$ cat config.mk
export PLATFORM = sky130hd
export DESIGN_NAME = score_menu
export DESIGN_NICKNAME = d
export VERILOG_FILES = /design/src/rtl/score_pkg.sv /design/src/rtl/key_debounce.sv /design/src/rtl/score_menu.sv
export SDC_FILE = /design/constraint.sdc
export NUM_CORES = 1
export LEC_CHECK = 0
export BUFFER_PORTS_ARGS = -buffer_cell sky130_fd_sc_hd__buf_2
export CORE_MARGIN = 5
export CORE_UTILIZATION = 42
export CTS_BUF_LIST = sky130_fd_sc_hd__clkbuf_4 sky130_fd_sc_hd__clkbuf_8 sky130_fd_sc_hd__clkbuf_16
export CTS_CLUSTER_SIZE = 28
export DETAILED_ROUTE_END_ITERATION = 7
export SLEW_MARGIN = 5
export SYNTH_ARGS = -nofsm -noshare
export SYNTH_HDL_FRONTEND = slang
export SYNTH_HIERARCHICAL = 1
export SYNTH_SLANG_ARGS = --single-unit
$ cat constraint.sdc
create_clock -name CLOCK_50 -period 1.8 [get_ports CLOCK_50]
set_clock_uncertainty 0.05 [all_clocks]
set_input_delay 0.36 -clock CLOCK_50 [delete_from_list [all_inputs] [get_ports CLOCK_50]]
set_output_delay 0.36 -clock CLOCK_50 [all_outputs]
set_load 0.01 [all_outputs]
$ cat src/rtl/score_pkg.sv
// Shared definitions for the menu front end: seven-segment encodings
// (active-low, {g,f,e,d,c,b,a}) and the score conversion state type.
package score_pkg;

    localparam logic [6:0] SEG7_0    = 7'b1000000;
    localparam logic [6:0] SEG7_1    = 7'b1111001;
    localparam logic [6:0] SEG7_2    = 7'b0100100;
    localparam logic [6:0] SEG7_3    = 7'b0110000;
    localparam logic [6:0] SEG7_4    = 7'b0011001;
    localparam logic [6:0] SEG7_5    = 7'b0010010;
    localparam logic [6:0] SEG7_6    = 7'b0000010;
    localparam logic [6:0] SEG7_7    = 7'b1111000;
    localparam logic [6:0] SEG7_8    = 7'b0000000;
    localparam logic [6:0] SEG7_9    = 7'b0010000;
    localparam logic [6:0] SEG_BLANK = 7'b1111111;

    typedef enum logic [1:0] {
        ST_IDLE   = 2'd0,
        ST_SHIFT  = 2'd1,
        ST_UPDATE = 2'd2
    } conv_state_t;

    // Non-decimal nibbles cannot occur after a valid conversion; show blank.
    function automatic logic [6:0] seg7(input logic [3:0] digit);
        case (digit)
            4'd0:    seg7 = SEG7_0;
            4'd1:    seg7 = SEG7_1;
            4'd2:    seg7 = SEG7_2;
            4'd3:    seg7 = SEG7_3;
            4'd4:    seg7 = SEG7_4;
            4'd5:    seg7 = SEG7_5;
            4'd6:    seg7 = SEG7_6;
            4'd7:    seg7 = SEG7_7;
            4'd8:    seg7 = SEG7_8;
            4'd9:    seg7 = SEG7_9;
            default: seg7 = SEG_BLANK;
        endcase
    endfunction

endpackage

$ cat src/rtl/key_debounce.sv
// Pushbutton conditioner: 2-flop synchroniser, stability counter and a
// one-cycle pulse when the debounced level falls (active-low press).
module key_debounce #(
    parameter int DEBOUNCE_CYCLES = 1000000
) (
    input  logic clk,
    input  logic rst_n,
    input  logic key_raw,
    output logic press
);

    localparam int CW = (DEBOUNCE_CYCLES > 1) ? $clog2(DEBOUNCE_CYCLES + 1) : 1;
    localparam logic [CW-1:0] CNT_LAST = CW'(DEBOUNCE_CYCLES - 1);

    logic          sync_ff1;
    logic          sync_ff2;
    logic          stable;
    logic [CW-1:0] cnt;

    // Bring the asynchronous button into the clock domain.
    always_ff @(posedge clk or negedge rst_n) begin
        if (!rst_n) begin
            sync_ff1 <= 1'b1;
            sync_ff2 <= 1'b1;
        end else begin
            sync_ff1 <= key_raw;
            sync_ff2 <= sync_ff1;
        end
    end

    // Accept a new level only after it has differed for DEBOUNCE_CYCLES cycles.
    always_ff @(posedge clk or negedge rst_n) begin
        if (!rst_n) begin
            stable <= 1'b1;
            cnt    <= '0;
            press  <= 1'b0;
        end else begin
            press <= 1'b0;
            if (sync_ff2 != stable) begin
                if (cnt == CNT_LAST) begin
                    stable <= sync_ff2;
                    cnt    <= '0;
                    press  <= ~sync_ff2;
                end else begin
                    cnt <= cnt + 1'b1;
                end
            end else begin
                cnt <= '0;
            end
        end
    end

endmodule

$ cat src/rtl/score_menu.sv
// Menu front end for the jump game: debounced run/pause toggle and a
// double-dabble conversion of the high score onto HEX3..HEX0.
//
//  state     | meaning
//  ST_IDLE   | waiting for highscore to differ from the captured value
//  ST_SHIFT  | one add-3/shift iteration per cycle, SCORE_W iterations
//  ST_UPDATE | BCD result complete, load the display registers
module score_menu
    import score_pkg::*;
#(
    parameter int DEBOUNCE_CYCLES = 1000000,
    parameter int SCORE_W         = 11
) (
    input  logic               CLOCK_50,
    input  logic               RESET_N,
    input  logic               KEY3,
    input  logic [SCORE_W-1:0] highscore,
    output logic               toggle,
    output logic               busy,
    output logic [6:0]         HEX0,
    output logic [6:0]         HEX1,
    output logic [6:0]         HEX2,
    output logic [6:0]         HEX3
);

    localparam int CW = $clog2(SCORE_W + 1);

    logic               key_press;
    conv_state_t        state;
    logic [SCORE_W-1:0] captured;
    logic [SCORE_W-1:0] bin;
    logic [15:0]        bcd;
    logic [15:0]        bcd_adj;
    logic [CW-1:0]      count;

    key_debounce #(
        .DEBOUNCE_CYCLES(DEBOUNCE_CYCLES)
    ) u_key_debounce (
        .clk    (CLOCK_50),
        .rst_n  (RESET_N),
        .key_raw(KEY3),
        .press  (key_press)
    );

    // Each clean press flips between running and paused.
    always_ff @(posedge CLOCK_50 or negedge RESET_N) begin
        if (!RESET_N) toggle <= 1'b0;
        else          toggle <= toggle ^ key_press;
    end

    // Add 3 to every BCD nibble of 5 or more ahead of the shift.
    always_comb begin
        bcd_adj = bcd;
        for (int i = 0; i < 4; i++) begin
            if (bcd[4*i +: 4] >= 4'd5) bcd_adj[4*i +: 4] = bcd[4*i +: 4] + 4'd3;
        end
    end

    // Conversion FSM; the display only changes in ST_UPDATE so it never tears.
    always_ff @(posedge CLOCK_50 or negedge RESET_N) begin
        if (!RESET_N) begin
            state    <= ST_IDLE;
            captured <= '0;
            bin      <= '0;
            bcd      <= '0;
            count    <= '0;
            busy     <= 1'b0;
            HEX0     <= SEG7_0;
            HEX1     <= SEG_BLANK;
            HEX2     <= SEG_BLANK;
            HEX3     <= SEG_BLANK;
        end else begin
            case (state)
                ST_IDLE: begin
                    if (highscore != captured) begin
                        captured <= highscore;
                        bin      <= highscore;
                        bcd      <= '0;
                        busy     <= 1'b1;
                        count    <= CW'(SCORE_W);
                        state    <= ST_SHIFT;
                    end
                end
                ST_SHIFT: begin
                    bcd   <= {bcd_adj[14:0], bin[SCORE_W-1]};
                    bin   <= {bin[SCORE_W-2:0], 1'b0};
                    count <= count - 1'b1;
                    if (count == CW'(1)) state <= ST_UPDATE;
                end
                ST_UPDATE: begin
                    HEX0  <= seg7(bcd[3:0]);
                    HEX1  <= (bcd[15:4]  == 12'd0) ? SEG_BLANK : seg7(bcd[7:4]);
                    HEX2  <= (bcd[15:8]  == 8'd0)  ? SEG_BLANK : seg7(bcd[11:8]);
                    HEX3  <= (bcd[15:12] == 4'd0)  ? SEG_BLANK : seg7(bcd[15:12]);
                    busy  <= 1'b0;
                    state <= ST_IDLE;
                end
                default: begin
                    busy  <= 1'b0;
                    state <= ST_IDLE;
                end
            endcase
        end
    end

endmodule
==> results.py, run 1 <==
metrics = {
    "synthesis": {
        "postSynth.asyncResetShare": 1.00,
        "synth_area_leader_cell": "dfrtp_1",
        "syn-cell-area_um2": 5240,
        "synthFlopType": "dfrtp_1",
        "ys_ff_latch": 98,
        "yosysUniqueCellTypes": 64,
        "syn_area_per_cell_um2": 9.65,
        "postSynthCellCount": 543,
        "synth_common_cells": "dfrtp_1 (73), nand2_1 (73), nor2_1 (56), a21oi_1 (40), o21ai_0 (29)",
        "yosys_warnings": 6,
        "syn_nets": 581,
        "synth_edf_count": 0,
        "yosys-top-cells-area": "dfrtp_1 (35%), dfstp_2 (13%), ha_1 (5.7%), nand2_1 (5.2%), nor2_1 (4.0%)",
        "ys_seq_area_frac": 0.474,
        "yosysTopAreaCellShare": 0.349,
    },
    "setup_path": {
        "cp_num_buf_inv": 2,
        "reg2reg_setup_slack_ns": 0.02,
        "crit_required_ns": 1.99,
        "crit_arrival_ns": 1.97,
        "crit_start": "captured[4]$_DFFE_PN0P_",
        "crit_type": "reg -> reg",
        "crit_chain": "xor2_1 > nor4_2 > buf_4 > a31oi_4 > buf_4 > o32a_1",
        "crit_top_cell": "buf_4",
        "worstRegToRegCells": 6,
        "cp_max_fo": 7,
        "crit_family": "compound AO/OA/AOI/OAI gates",
        "max_stage_delay_ns": 0.39,
        "endpoint": "bin[2]$_DFFE_PN0P_",
        "cp_num_cells": 6,
        "crit_slowest_cell": "dfrtp_1",
        "crit_path_end_kind": "register",
        "timing.rr.end": "bin[2]$_DFFE_PN0P_",
        "cp-start-kind": "register",
        "reg2reg_from": "captured[4]$_DFFE_PN0P_",
    },
    "sta": {
        "finalWorstPathRequiredPeriod_ns": 1.78,
        "relSlewSlack": 0.691,
        "slew_viol_final": 0,
        "hold_ws_ns": 0.0586,
        "fmax_ghz": 0.562,
        "rsz0062_at_grt": "true",
        "tightest_slew_ns": 0.459,
        "setup_violations": 0,
        "period_share": 0.988,
        "hold_viol_final": 0,
    },
    "placed_design": {
        "gp_congestion": 0.813,
        "portBuffers": 43,
        "placed_cells_incl_taps": 783,
        "place_area_um2": 5980,
        "dp_hpwl_um": 8290,
    },
    "final_layout": {
        "ff_latch_area_um2": 2480,
        "fin_cells": 803,
        "area_growth_pct": 22.9,
        "nFillCells": 1101,
        "antenna-diode-count": 0,
        "drive_gt1_frac": 0.287,
        "nets": 668,
        "multiInputGateArea_um2": 2630,
        "final_cell_area_um2": 6440,
    },
    "power": {
        "leakage_nw": 2.91,
        "p_per_area_nw_per_um2": 1600,
        "vdd_drop_max_mv": 0.870,
    },
    "floorplan": {
        "num_rows": 40,
        "core_um2": 12100,
        "dieArea_um2": 14800,
        "num_io_pins": 44,
        "die_h_um": 122,
        "initial_utilization": 0.432,
        "dieWidth_um": 122,
    },
    "cts": {
        "cts.sinks": 98,
        "cts_buffer_depth": 2,
        "cts_tree": "yes",
        "path_clk_slew_ns": 0.07,
        "clk-insertion-delay-late_ns": 0.35,
        "h-tree-depth": 3,
        "numCtsBuffers": 9,
        "root_buffer": "clkbuf_16",
    },
    "drt": {
        "dr.pass1.iters": 4,
        "routedWlPerCell_um": 14.0,
        "dr_total_vias": 4160,
        "antenna_left": 0,
        "drt-initial-drc-count": 173,
        "vias_per_cell": 5.18,
        "routed_wl_um": 11300,
        "drc": 0,
    },
    "global_route": {
        "antenna_found_initial": 0,
        "grt_overflow": 0,
        "grt_usage": 0.162,
        "grt_pass1_wl_um": 19400,
        "grt_pass1_vias": 4157,
        "grt_max_degree": 36,
    },
    "outcome": {
        "status": "completed",
    },
    "worst_hold_path": {
        "hp-class": "in -> reg",
    },
    "run": {
        "cap_violations": 0,
    },
}
[timing repair]
item / in CTS / in global routing
resized for setup: 4 / 27
setup endpoints to repair: 11 / 45
pin swaps: 5 / 12
hold buffers: 1 / 0
endpoints found under the hold margin: 23 / 0
setup buffers: 2 / 1
[sequential cells by signal, summed over array words and instances, names as in the netlist, 2 cells and up]
| signal | flops |
|---|---|
| state | 2 |
| bin | 11 |
| count | 4 |
| HEX1 | 7 |
| captured | 11 |
| u_key_debounce/cnt | 20 |
| bcd | 16 |
| HEX0 | 7 |
| HEX3 | 7 |
| HEX2 | 7 |
[layout make-up]
class | count | area share
inverter | 23 | 0.0134
clock inverter | 6 | 0.0105
tap | 168 | 0.0327
sequential | 98 | 0.386
clock buffer | 10 | 0.0362
timing repair buffer | 104 | 0.113
multi-input combinational | 394 | 0.409
[how the worst min path moves through the flow]
stage                                                  from                           endpoint  slack (ns)  cells past startpoint
after CTS                                              KEY3  u_key_debounce/sync_ff1$_DFF_PN1_        0.04                      1
after global placement                              RESET_N   u_key_debounce/cnt[14]$_DFF_PN0_        0.30                      1
final                                                  KEY3  u_key_debounce/sync_ff1$_DFF_PN1_        0.06                      1
after detailed placement  u_key_debounce/sync_ff1$_DFF_PN1_  u_key_debounce/sync_ff2$_DFF_PN1_        0.30                      0
after global routing                                   KEY3  u_key_debounce/sync_ff1$_DFF_PN1_        0.05                      1
after floorplan                                     RESET_N                HEX0[0]$_DFFE_PN0N_        0.01                      0
[logic make-up after synthesis]
| family | synth area share |
|---|---|
| compound gates | 0.164 |
| xor+xnor | 0.0569 |
| fa+ha+maj | 0.0573 |
| buf+inv | 0.0425 |
| flops | 0.474 |
| mux | 0.0186 |
| simple gates | 0.186 |
[cell usage in the layout, fill, tap and decap left out, drive strengths merged, types with 3 or more instances in the layout]
cell type	synthesis	final
or2	3	3
nor2	56	56
xnor2	13	13
nand3	9	9
and3	6	6
nor3b	3	3
clkinvlp	0	5
o22ai	14	14
a221o	3	3
or4	4	4
nor3	9	9
o31ai	6	6
dfstp	25	25
mux2	3	3
inv	23	23
xor2	21	21
nand2	73	73
nor4	5	5
a21oi	40	40
or3	3	3
dfrtp	73	73
o32a	5	5
o21ai	29	29
o22a	8	8
o31a	5	5
ha	24	24
buf	7	103
clkbuf	21	10
mux2i	6	6
nand4	5	5
nand2b	12	12
[layer usage]
metal	wire length, um	up-vias	GRT usage
li1	-	2073	-
met1	5370	1998	0.214
met2	5280	71	0.257
met3	420	18	0.0325
met4	207	0	0.0728
met5	0	-	0
[stage by stage]
stage / worst slack (ns) / utilization / setup TNS (ns) / power (mW)
2_1_floorplan: 0.00793 / - / 0 / 6.85
3_3_place_gp: -0.125 / 0.494 / -1.37 / 8.18
3_5_place_dp: -0.165 / 0.494 / -2.16 / 8.33
4_1_cts: 0.00844 / 0.522 / 0 / 10.4
5_1_grt: -0.0545 / 0.532 / -0.584 / 11.2
6_report: 0.0218 / 0.532 / 0 / 10.3
[power breakdown]
part | internal, mW | switching [mW] | leakage [nW] | total [mW]
sequential | 3.14 | 0.575 | 1.20 | 3.71
clock | 1.09 | 0.866 | 0.130 | 1.96
combinational | 2.11 | 2.55 | 1.58 | 4.66
[worst register-to-register path: cells and delay by family (launching register included)]
kind                      cells  cell delay (ns)
DFF                           1             0.39
buffers and inverters         2             0.34
and+or+nand+nor               1             0.26
AOI/OAI and AO/OA             2             0.44
xor gates and xnor gates      1             0.17
Note: power is estimated with default switching activity, not from simulation.
==> run 2, diff against run 1 <==
--- a/config.mk
+++ b/config.mk
@@ -11,6 +11,7 @@
 export CTS_BUF_LIST = sky130_fd_sc_hd__clkbuf_4 sky130_fd_sc_hd__clkbuf_8 sky130_fd_sc_hd__clkbuf_16
 export CTS_CLUSTER_SIZE = 28
 export DETAILED_ROUTE_END_ITERATION = 7
+export PLACE_DENSITY_LB_ADDON = 0.12
 export SLEW_MARGIN = 5
 export SYNTH_ARGS = -nofsm -noshare
 export SYNTH_HDL_FRONTEND = slang
==> results.py, run 2 (synthesized netlist as in run 1, its figures left out) <==
metrics = {
    "outcome": {
        "status": "completed",
    },
    "placed_design": {
        "dp_hpwl_um": 8340,
        "portBuffers": 43,
        "placed_cells_incl_taps": 788,
        "gp_congestion": 0.841,
    },
    "final_layout": {
        "largest_reg_flops": 20,
        "fin_cells": 814,
        "post-route-util": 0.536,
        "nets": 679,
        "final_cell_mix": "nand2_1 (73), dfrtp_1 (72), buf_4 (63)",
        "reg_top3": "u_key_debounce/cnt (20), bcd (16)",
        "nFillCells": 1145,
        "layout_commonest_cell": "nand2_1",
        "drive_gt1_frac": 0.285,
        "regMostFlops": "u_key_debounce/cnt",
        "antenna-diode-count": 0,
        "area_growth_pct": 24.1,
    },
    "floorplan": {
        "num_io_pins": 44,
        "dieWidth_um": 122,
        "die_h_um": 122,
        "num_rows": 40,
        "initial_utilization": 0.432,
        "dieArea_um2": 14800,
        "core_um2": 12100,
    },
    "power": {
        "vdd_drop_max_mv": 0.781,
        "leakage_nw": 3.00,
        "fin_total_pwr_mw": 10.5,
        "p_per_area_nw_per_um2": 1610,
    },
    "sta": {
        "slew_viol_final": 0,
        "setup_violations": 0,
        "finalWorstPathRequiredPeriod_ns": 1.78,
        "hold_viol_final": 0,
        "tightest_slew_ns": 0.436,
        "period_share": 0.987,
        "hold_ws_ns": 0.0613,
        "rsz0062_at_grt": "true",
        "finalSetupTns_ns": 0,
        "relSlewSlack": 0.707,
        "fmax_ghz": 0.563,
    },
    "cts": {
        "numCtsBuffers": 9,
        "h-tree-depth": 3,
        "cts_tree": "yes",
        "root_buffer": "clkbuf_16",
        "cts_buffer_depth": 2,
        "clk-insertion-delay-late_ns": 0.35,
        "path_clk_slew_ns": 0.07,
        "cts.sinks": 98,
    },
    "setup_path": {
        "crit_required_ns": 2.03,
        "crit_path_end_kind": "register",
        "cp-start-kind": "register",
        "crit_arrival_ns": 2.00,
        "cp_max_fo": 4,
        "crit_type": "reg -> reg",
    },
    "drt": {
        "routedWlPerCell_um": 14.4,
        "drt-initial-drc-count": 223,
        "vias_per_cell": 5.11,
        "routed_wl_um": 11700,
        "antenna_left": 0,
        "dr_total_vias": 4160,
        "drc": 0,
        "dr.pass1.iters": 4,
    },
    "global_route": {
        "grt_pass1_wl_um": 20400,
        "grt_usage": 0.170,
        "antenna_found_initial": 0,
        "grt_max_degree": 31,
        "grt_overflow": 0,
        "grt_pass1_vias": 4172,
    },
    "worst_hold_path": {
        "hp-class": "in -> reg",
    },
    "run": {
        "cap_violations": 0,
    },
}
[run 2: cell count changes in the layout (fill, tap and decap cells not counted), moves of 3 or more]
cell and change:
buf_4 +10, clkinvlp_4 -5, a21oi_1 +3, a21oi_2 -3
[run 2: worst max-delay path, cell delays in order (launching register included)]
cell and delay, ns:
dfrtp_1 0.40, nor4_4 0.30, nand4_2 0.16, or4_4 0.48
mux2_4 0.31
[run 2: worst paths after layout]
check                                                   from                                end  slack, ns  cells after the start
max                         u_key_debounce/cnt[11]$_DFF_PN0_  u_key_debounce/stable$_DFFE_PN1P_       0.02                      4
min                                                     KEY3  u_key_debounce/sync_ff1$_DFF_PN1_       0.06                      1
max reg2reg                 u_key_debounce/cnt[11]$_DFF_PN0_  u_key_debounce/stable$_DFFE_PN1P_       0.02                      4
min reg2reg                u_key_debounce/sync_ff1$_DFF_PN1_  u_key_debounce/sync_ff2$_DFF_PN1_       0.31                      0
max in group asynchronous                            RESET_N                HEX3[5]$_DFFE_PN1N_       0.66                      3
min in group asynchronous                            RESET_N                   toggle$_DFF_PN0_       0.43                      2
[run 2: through the flow]
| step | cell area (um2) | setup WS (ns) |
|---|---|---|
| floorplan | 5240 | 0.00793 |
| global placement | 6020 | -0.124 |
| detailed placement | 6020 | -0.163 |
| CTS | 6340 | 0.0139 |
| global route | 6500 | -0.0453 |
| finish | 6500 | 0.0238 |
[run 2: layout make-up]
class | instances | area (um2) | area share
Tap cell | 168 | 210 | 0.0324
Inverter | 23 | 86.3 | 0.0133
Clock buffer | 13 | 262 | 0.0402
Clock inverter | 3 | 40.0 | 0.00616
Sequential cell | 98 | 2480 | 0.382
Timing Repair Buffer | 115 | 812 | 0.125
Multi-Input combinational cell | 394 | 2600 | 0.401
[run 2: where the power goes]
| group | leakage [nW] | internal (mW) | switching, mW |
|---|---|---|---|
| Clock | 0.154 | 1.16 | 0.806 |
| Combinational | 1.65 | 2.18 | 2.59 |
| Sequential | 1.20 | 3.14 | 0.567 |
| Total | 3.00 | 6.48 | 3.97 |
[run 2: what timing repair did]
action,in CTS,in global routing
resized for setup,1,24
endpoints found under the hold margin,17,0
setup endpoints to repair,8,62
setup buffers,1,7
gates cloned,0,1
hold buffers,1,0
pin swaps,4,10
[run 2: layer usage]
| layer | part of all wire | global-route usage | routed length, um | vias up |
|---|---|---|---|---|
| met5 | 0 | 0 | 0 | - |
| met4 | 0.0090 | 0.0378 | 105 | 0 |
| met3 | 0.030 | 0.0427 | 352 | 10 |
| met2 | 0.46 | 0.270 | 5410 | 43 |
| met1 | 0.50 | 0.235 | 5850 | 2025 |
| li1 | - | - | - | 2082 |
